**config.mk**
```make
export PLATFORM = sky130hd
export DESIGN_NAME = fifo_sync_mc
export DESIGN_NICKNAME = d
export VERILOG_FILES = /design/src/rtl/fifo_sync_mc.sv
export SDC_FILE = /design/constraint.sdc
export NUM_CORES = 2
export LEC_CHECK = 0
export CAP_MARGIN = 20
export CORE_ASPECT_RATIO = 0.9
export CORE_MARGIN = 2
export CORE_UTILIZATION = 68
export CTS_CLUSTER_SIZE = 10
export DETAILED_ROUTE_END_ITERATION = 10
export DONT_BUFFER_PORTS = 1
export PLACE_DENSITY = 0.82
export RECOVER_POWER = 100
export SLEW_MARGIN = 20
export SYNTH_ARGS = -nofsm -noshare
export SYNTH_HDL_FRONTEND = slang
export SYNTH_SLANG_ARGS = --single-unit
```
**constraint.sdc**
```tcl
create_clock -name clk_i -period 11.1 [get_ports clk_i]
set_input_delay 0.555 -clock clk_i [delete_from_list [all_inputs] [get_ports clk_i]]
set_output_delay 0.555 -clock clk_i [all_outputs]
set_load 0.01 [all_outputs]
```
**src/rtl/fifo_sync_mc.sv**
```systemverilog
// fifo_sync_mc
// NUM_CH independent WIDTH x DEPTH FIFOs behind one shared write port and one
// shared read port, each addressed by a channel index. Used to buffer
// per-virtual-channel flit traffic in the adapter datapath.
//
// Ports
//   clk_i      clock
//   rst_ni     asynchronous active-low reset
//   clear_i    per-channel synchronous flush (drops contents, errors, credit)
//   push_i     write request to channel wr_ch_i with data wdata_i
//   pop_i      read request to channel rd_ch_i
//   rdata_o    show-ahead head entry of channel rd_ch_i (don't-care if !rvalid_o)
//   rvalid_o   channel rd_ch_i is non-empty
//   full_o / empty_o / afull_o / aempty_o   per-channel status from registered count
//   level_o    flat per-channel occupancy, channel c at [c*LVL_W +: LVL_W]
//   credit_o   one-cycle pulse the cycle after each accepted pop
//   ovf_o / udf_o   sticky rejected-push / rejected-pop flags
//
// Channel indices >= NUM_CH never match any channel, so such requests are
// silently ignored.

module fifo_sync_mc #(
    parameter int WIDTH     = 32,
    parameter int DEPTH     = 16,
    parameter int NUM_CH    = 4,
    parameter int AF_THRESH = DEPTH - 2,
    parameter int AE_THRESH = 2,
    localparam int CH_W     = (NUM_CH > 1) ? $clog2(NUM_CH) : 1,
    localparam int LVL_W    = $clog2(DEPTH + 1),
    localparam int PTR_W    = (DEPTH > 1) ? $clog2(DEPTH) : 1
) (
    input  logic                    clk_i,
    input  logic                    rst_ni,
    input  logic [NUM_CH-1:0]       clear_i,
    input  logic                    push_i,
    input  logic [CH_W-1:0]         wr_ch_i,
    input  logic [WIDTH-1:0]        wdata_i,
    input  logic                    pop_i,
    input  logic [CH_W-1:0]         rd_ch_i,
    output logic [WIDTH-1:0]        rdata_o,
    output logic                    rvalid_o,
    output logic [NUM_CH-1:0]       full_o,
    output logic [NUM_CH-1:0]       empty_o,
    output logic [NUM_CH-1:0]       afull_o,
    output logic [NUM_CH-1:0]       aempty_o,
    output logic [NUM_CH*LVL_W-1:0] level_o,
    output logic [NUM_CH-1:0]       credit_o,
    output logic [NUM_CH-1:0]       ovf_o,
    output logic [NUM_CH-1:0]       udf_o
);

    logic [WIDTH-1:0] mem [NUM_CH][DEPTH];

    logic [PTR_W-1:0] wr_ptr_q [NUM_CH];
    logic [PTR_W-1:0] rd_ptr_q [NUM_CH];
    logic [LVL_W-1:0] count_q  [NUM_CH];

    logic [NUM_CH-1:0] wr_hit;
    logic [NUM_CH-1:0] rd_hit;
    logic [NUM_CH-1:0] push_acc;
    logic [NUM_CH-1:0] pop_acc;
    logic [NUM_CH-1:0] ovf_set;
    logic [NUM_CH-1:0] udf_set;
    logic [NUM_CH-1:0] credit_q;
    logic [NUM_CH-1:0] ovf_q;
    logic [NUM_CH-1:0] udf_q;

    // DEPTH need not be a power of two, so wrap by explicit compare.
    function automatic logic [PTR_W-1:0] ptr_inc(input logic [PTR_W-1:0] p);
        return (p == PTR_W'(DEPTH - 1)) ? '0 : p + PTR_W'(1);
    endfunction

    // Acceptance. A pop needs a non-empty channel; a push to a full channel
    // is still accepted when the same channel is popped in the same cycle.
    always_comb begin
        wr_hit   = '0;
        rd_hit   = '0;
        push_acc = '0;
        pop_acc  = '0;
        ovf_set  = '0;
        udf_set  = '0;
        for (int c = 0; c < NUM_CH; c++) begin
            wr_hit[c]   = push_i && (wr_ch_i == CH_W'(c));
            rd_hit[c]   = pop_i && (rd_ch_i == CH_W'(c));
            pop_acc[c]  = rd_hit[c] && !clear_i[c] && (count_q[c] != '0);
            push_acc[c] = wr_hit[c] && !clear_i[c] &&
                          ((count_q[c] != LVL_W'(DEPTH)) || pop_acc[c]);
            ovf_set[c]  = wr_hit[c] && !clear_i[c] && !push_acc[c];
            udf_set[c]  = rd_hit[c] && !clear_i[c] && !pop_acc[c];
        end
    end

    always_ff @(posedge clk_i or negedge rst_ni) begin
        if (!rst_ni) begin
            for (int c = 0; c < NUM_CH; c++) begin
                wr_ptr_q[c] <= '0;
                rd_ptr_q[c] <= '0;
                count_q[c]  <= '0;
            end
            ovf_q    <= '0;
            udf_q    <= '0;
            credit_q <= '0;
        end else begin
            for (int c = 0; c < NUM_CH; c++) begin
                if (clear_i[c]) begin
                    wr_ptr_q[c] <= '0;
                    rd_ptr_q[c] <= '0;
                    count_q[c]  <= '0;
                    ovf_q[c]    <= 1'b0;
                    udf_q[c]    <= 1'b0;
                end else begin
                    if (push_acc[c]) wr_ptr_q[c] <= ptr_inc(wr_ptr_q[c]);
                    if (pop_acc[c])  rd_ptr_q[c] <= ptr_inc(rd_ptr_q[c]);
                    if (push_acc[c] && !pop_acc[c]) begin
                        count_q[c] <= count_q[c] + LVL_W'(1);
                    end else if (pop_acc[c] && !push_acc[c]) begin
                        count_q[c] <= count_q[c] - LVL_W'(1);
                    end
                    if (ovf_set[c]) ovf_q[c] <= 1'b1;
                    if (udf_set[c]) udf_q[c] <= 1'b1;
                end
            end
            // pop_acc is already masked by clear, so a flush never yields credit.
            credit_q <= pop_acc;
        end
    end

    // Storage is intentionally not reset.
    always_ff @(posedge clk_i) begin
        for (int c = 0; c < NUM_CH; c++) begin
            if (push_acc[c]) mem[c][wr_ptr_q[c]] <= wdata_i;
        end
    end

    always_comb begin
        full_o   = '0;
        empty_o  = '0;
        afull_o  = '0;
        aempty_o = '0;
        level_o  = '0;
        rdata_o  = '0;
        rvalid_o = 1'b0;
        for (int c = 0; c < NUM_CH; c++) begin
            full_o[c]   = (count_q[c] == LVL_W'(DEPTH));
            empty_o[c]  = (count_q[c] == '0);
            afull_o[c]  = (int'(count_q[c]) >= AF_THRESH);
            aempty_o[c] = (int'(count_q[c]) <= AE_THRESH);
            level_o[c*LVL_W +: LVL_W] = count_q[c];
            if (rd_ch_i == CH_W'(c)) begin
                rdata_o  = mem[c][rd_ptr_q[c]];
                rvalid_o = (count_q[c] != '0);
            end
        end
    end

    assign credit_o = credit_q;
    assign ovf_o    = ovf_q;
    assign udf_o    = udf_q;

endmodule
```
==> results.sh <==
export IMPL_dieWidth_um=369
export IMPL_largest_net_degree_at_the_start_of_global_routing=98
export IMPL_floorplan_rows=120
export IMPL_layout_area_overhead_vs_synth_pct=10.2
export IMPL_list_of_cells_traversed_by_the_critical_path="clkbuf_1 > mux4_2 > a22oi_1 > a21oi_1 > or4_1"
export IMPL_ys_seq_area_share_pct=77.3
export IMPL_path_class="flip-flop to output pin"
export IMPL_firstDrtPassIters=8
export IMPL_drt_drc_violations_left=0
export IMPL_worstRegToRegCells=4
export IMPL_grt_met2_usage_pct=58.4
export IMPL_worst_slack_ns=3.38
export IMPL_yosysWarnings=0
export IMPL_drv_max_cap_violation_count=102
export IMPL_hold_violations=0
export IMPL_ys_async_sr_fraction_pct=3.03
export IMPL_failed_checks="max-capacitance violations, max-slew violations"
export IMPL_htreeDepth=4
export IMPL_gr_usage_met3_pct=13.4
export IMPL_tightestPinTransition_ns=4.58
export IMPL_pre_cts_slack_ns=6.09
export IMPL_ir_drop_worst_vdd_mv=0.170
export IMPL_postCtsSetupRepairBufs=0
export IMPL_data_arrival_time_at_the_worst_slack_endpoint_ns=7.16
export IMPL_crit_path_max_incr_delay_ns=2.30
export IMPL_layout_commonest_cell="edfxtp_1"
export IMPL_cts_tree="built"
export IMPL_fmaxAchievable_mhz=130
export IMPL_grt_pass1_wl_um=329000
export IMPL_die_y_um=333
export IMPL_critPathCaptureType="output pin"
export IMPL_via_count_of_the_first_global_routing_pass=43500
export IMPL_number_of_enable_type_register_cells_in_the_synthesized_netlist=2048
export IMPL_worstSetupStartpointType="flip-flop"
export IMPL_rsz_0062_raised_after_global_routing="no"
export IMPL_critical_path_max_fanout=46
export IMPL_tritoncts_num_sinks=2112
export IMPL_timing_critical_path_depth=5
export IMPL_critical_path_top_delay_family="flip-flops"
export IMPL_ys_seq_elements=2112
export IMPL_routed_wirelength_um=234000
export IMPL_track_usage_pct=38.8
export IMPL_detailedPlacementHpwl_um=120000
export IMPL_layout_drive_gt1_share_pct=21.5
export IMPL_syn_nets=3777
export IMPL_fp_dieArea_um2=123000
export IMPL_place_port_buffers=0
export IMPL_clkTransAtPathRegs_ns=0.06
export IMPL_post_cts_resize_count=0
export IMPL_max_transition_viols_final=4036
export IMPL_cts_buffer_depth=3
export IMPL_multi_input_comb_area_um2=17600
export IMPL_run_status="complete, but fails checks"
export IMPL_initial_core_util_pct=68.5
export IMPL_timing_hold_worst_path_depth=3
export IMPL_fillCellCount=5762
export IMPL_clk_lat_worst_skew_ns=0.85
export IMPL_setup_tns_final_ns=0
export IMPL_dr_total_vias=43000
export IMPL_globalRoute_totalOverflow=0
export IMPL_most_common_layout_cells="edfxtp_1 (2048), mux4_2 (497), clkbuf_16 (233), clkbuf_1 (183), a22oi_1 (170)"
export IMPL_fin_crit_sh_pct=69.5
export IMPL_synth_cells=3695
export IMPL_power_density_nw_per_um2=185
export IMPL_globalRoute_busiestLayer="met2"
export IMPL_finalSetupViolCount=0
export IMPL_tightest_hold_check_type="input port to flip-flop"
export IMPL_antenna_found_initial=30
export IMPL_initialDrtViolationCount=8424
export IMPL_relSlewSlack_pct=-205
export IMPL_antenna_left=0
export IMPL_post_synth_cell_area_avg_um2=22.1
export IMPL_ys_flop_type="edfxtp_1"
export IMPL_gr_usage_met1_pct=51.7
export IMPL_route_detailed_vias_per_inst=7.73
export IMPL_critPathSlowestCell="dfrtp_1"
export IMPL_worst_ep_required_time_ns=10.55
export IMPL_netlist_area_um2=81600
export IMPL_cts_buffers_inserted=229
export IMPL_final_min_clock_period_ns=7.72
export IMPL_gpl_wtd_cong=0.849
export IMPL_routed_wire_length_per_instance_um=42.0
export IMPL_floorplan_core_area_um2=119000
export IMPL_layout_area_seq_um2=63100
export IMPL_post_synth_num_cell_types=65
export IMPL_fin_skew_ns=0.0418
export IMPL_postCtsHoldBufs=45
export IMPL_clockRootBuffer="clkbuf_16"
export IMPL_io_pins=125
export IMPL_p_leak_nw=27.4
export IMPL_critical_path_n_buffers_inverters=1
export IMPL_fin_nets=3945
==> kinds of logic after synthesis <==
| group | synth area share [%] |
|---|---|
| multiplexers | 15.0 |
| buffers and inverters | 1.26 |
| XOR/XNOR | 0.150 |
| flip-flops | 77.3 |
| AO/OA/AOI/OAI | 3.60 |
| AND/OR/NAND/NOR | 2.01 |
| adder cells (fa/ha/maj) | 0.620 |
==> path summary, 6_finish.rpt <==
check / start / slack [ns] / to
max in group asynchronous: rst_ni / 5.90 / rd_ptr_q[12]
worst min register to register: wr_ptr_q[6] / 0.55 / wr_ptr_q[6]
min in group asynchronous: rst_ni / 1.96 / ovf_o[3]
worst max-delay path: rd_ptr_q[4] / 3.38 / rdata_o[16]
worst max register to register: level_o[6] / 5.61 / mem[1][22]
worst min-delay path: wr_ch_i[1] / 0.04 / level_o[9]
==> worst register-to-register path, stage by stage, from the launching register on <==
cell	delay, ns
dfrtp_1	0.65
nor4_1	0.20
a31oi_1	1.12
and3_1	0.38
and2_0	2.62
==> per-layer routing <==
metal / up-vias / part of all wire [%]
met5: - / 0.083
met4: 32 / 6.2
met3: 855 / 16
met2: 4257 / 46
met1: 21900 / 31
li1: 16000 / -
==> synth_stat cells (10+ instances only) <==
master | instances | share of area (%)
nor2b_1 | 21 | 0.16
ha_1 | 34 | 0.52
mux4_2 | 497 | 14
edfxtp_1 | 2048 | 75
nor2_1 | 80 | 0.37
inv_1 | 25 | 0.12
or4_1 | 27 | 0.25
nand3_1 | 16 | 0.098
o21ai_0 | 31 | 0.19
and2_1 | 34 | 0.26
buf_2 | 61 | 0.37
mux2_2 | 40 | 0.55
a21o_1 | 11 | 0.10
buf_4 | 11 | 0.10
dfrtp_1 | 64 | 2.0
clkbuf_1 | 96 | 0.44
nand2_1 | 51 | 0.23
buf_1 | 23 | 0.11
a21oi_1 | 114 | 0.70
mux2i_1 | 14 | 0.17
mux4_1 | 18 | 0.58
a41oi_1 | 11 | 0.12
a22oi_1 | 170 | 1.6
nor3_1 | 27 | 0.17
a22o_1 | 10 | 0.11
==> area by class of cell <==
type	instances	area share, %
Clock inverter	9	0.166
Multi-Input combinational cell	1357	19.5
Inverter	27	0.113
Timing Repair Buffer	136	0.856
Antenna cell	8	0.0223
Clock buffer	328	6.88
Sequential cell	2112	70.2
Tap cell	1586	2.21
==> sequential cells by signal, indices dropped and copies added, names as in the netlist <==
signal	count
mem	2048
wr_ptr_q	16
credit_o	4
rd_ptr_q	16
udf_o	4
ovf_o	4
level_o	20
==> through the flow <==
stage                     instances  hold WS, ns  area (um^2)  power [mW]  utilization [%]
after floorplan                3695        0.259        81600        9.58                -
after global placement         5168        0.261        83700        9.77             70.3
after detailed placement       5170        0.261        83700        9.79             70.3
after CTS                      5552      0.00121        91100        16.6             76.5
after global routing           5557       0.0204        89900        17.0             75.5
final                          5563       0.0377        89900        16.7             75.5
==> report_power, final <==
| group | switching [mW] | total [mW] | internal (mW) |
|---|---|---|---|
| clock | 2.98 | 6.80 | 3.82 |
| combinational | 0.592 | 0.936 | 0.344 |
| sequential | 0.133 | 8.94 | 8.81 |
| total | 3.70 | 16.7 | 13.0 |
(Power assumes the default switching activity.)
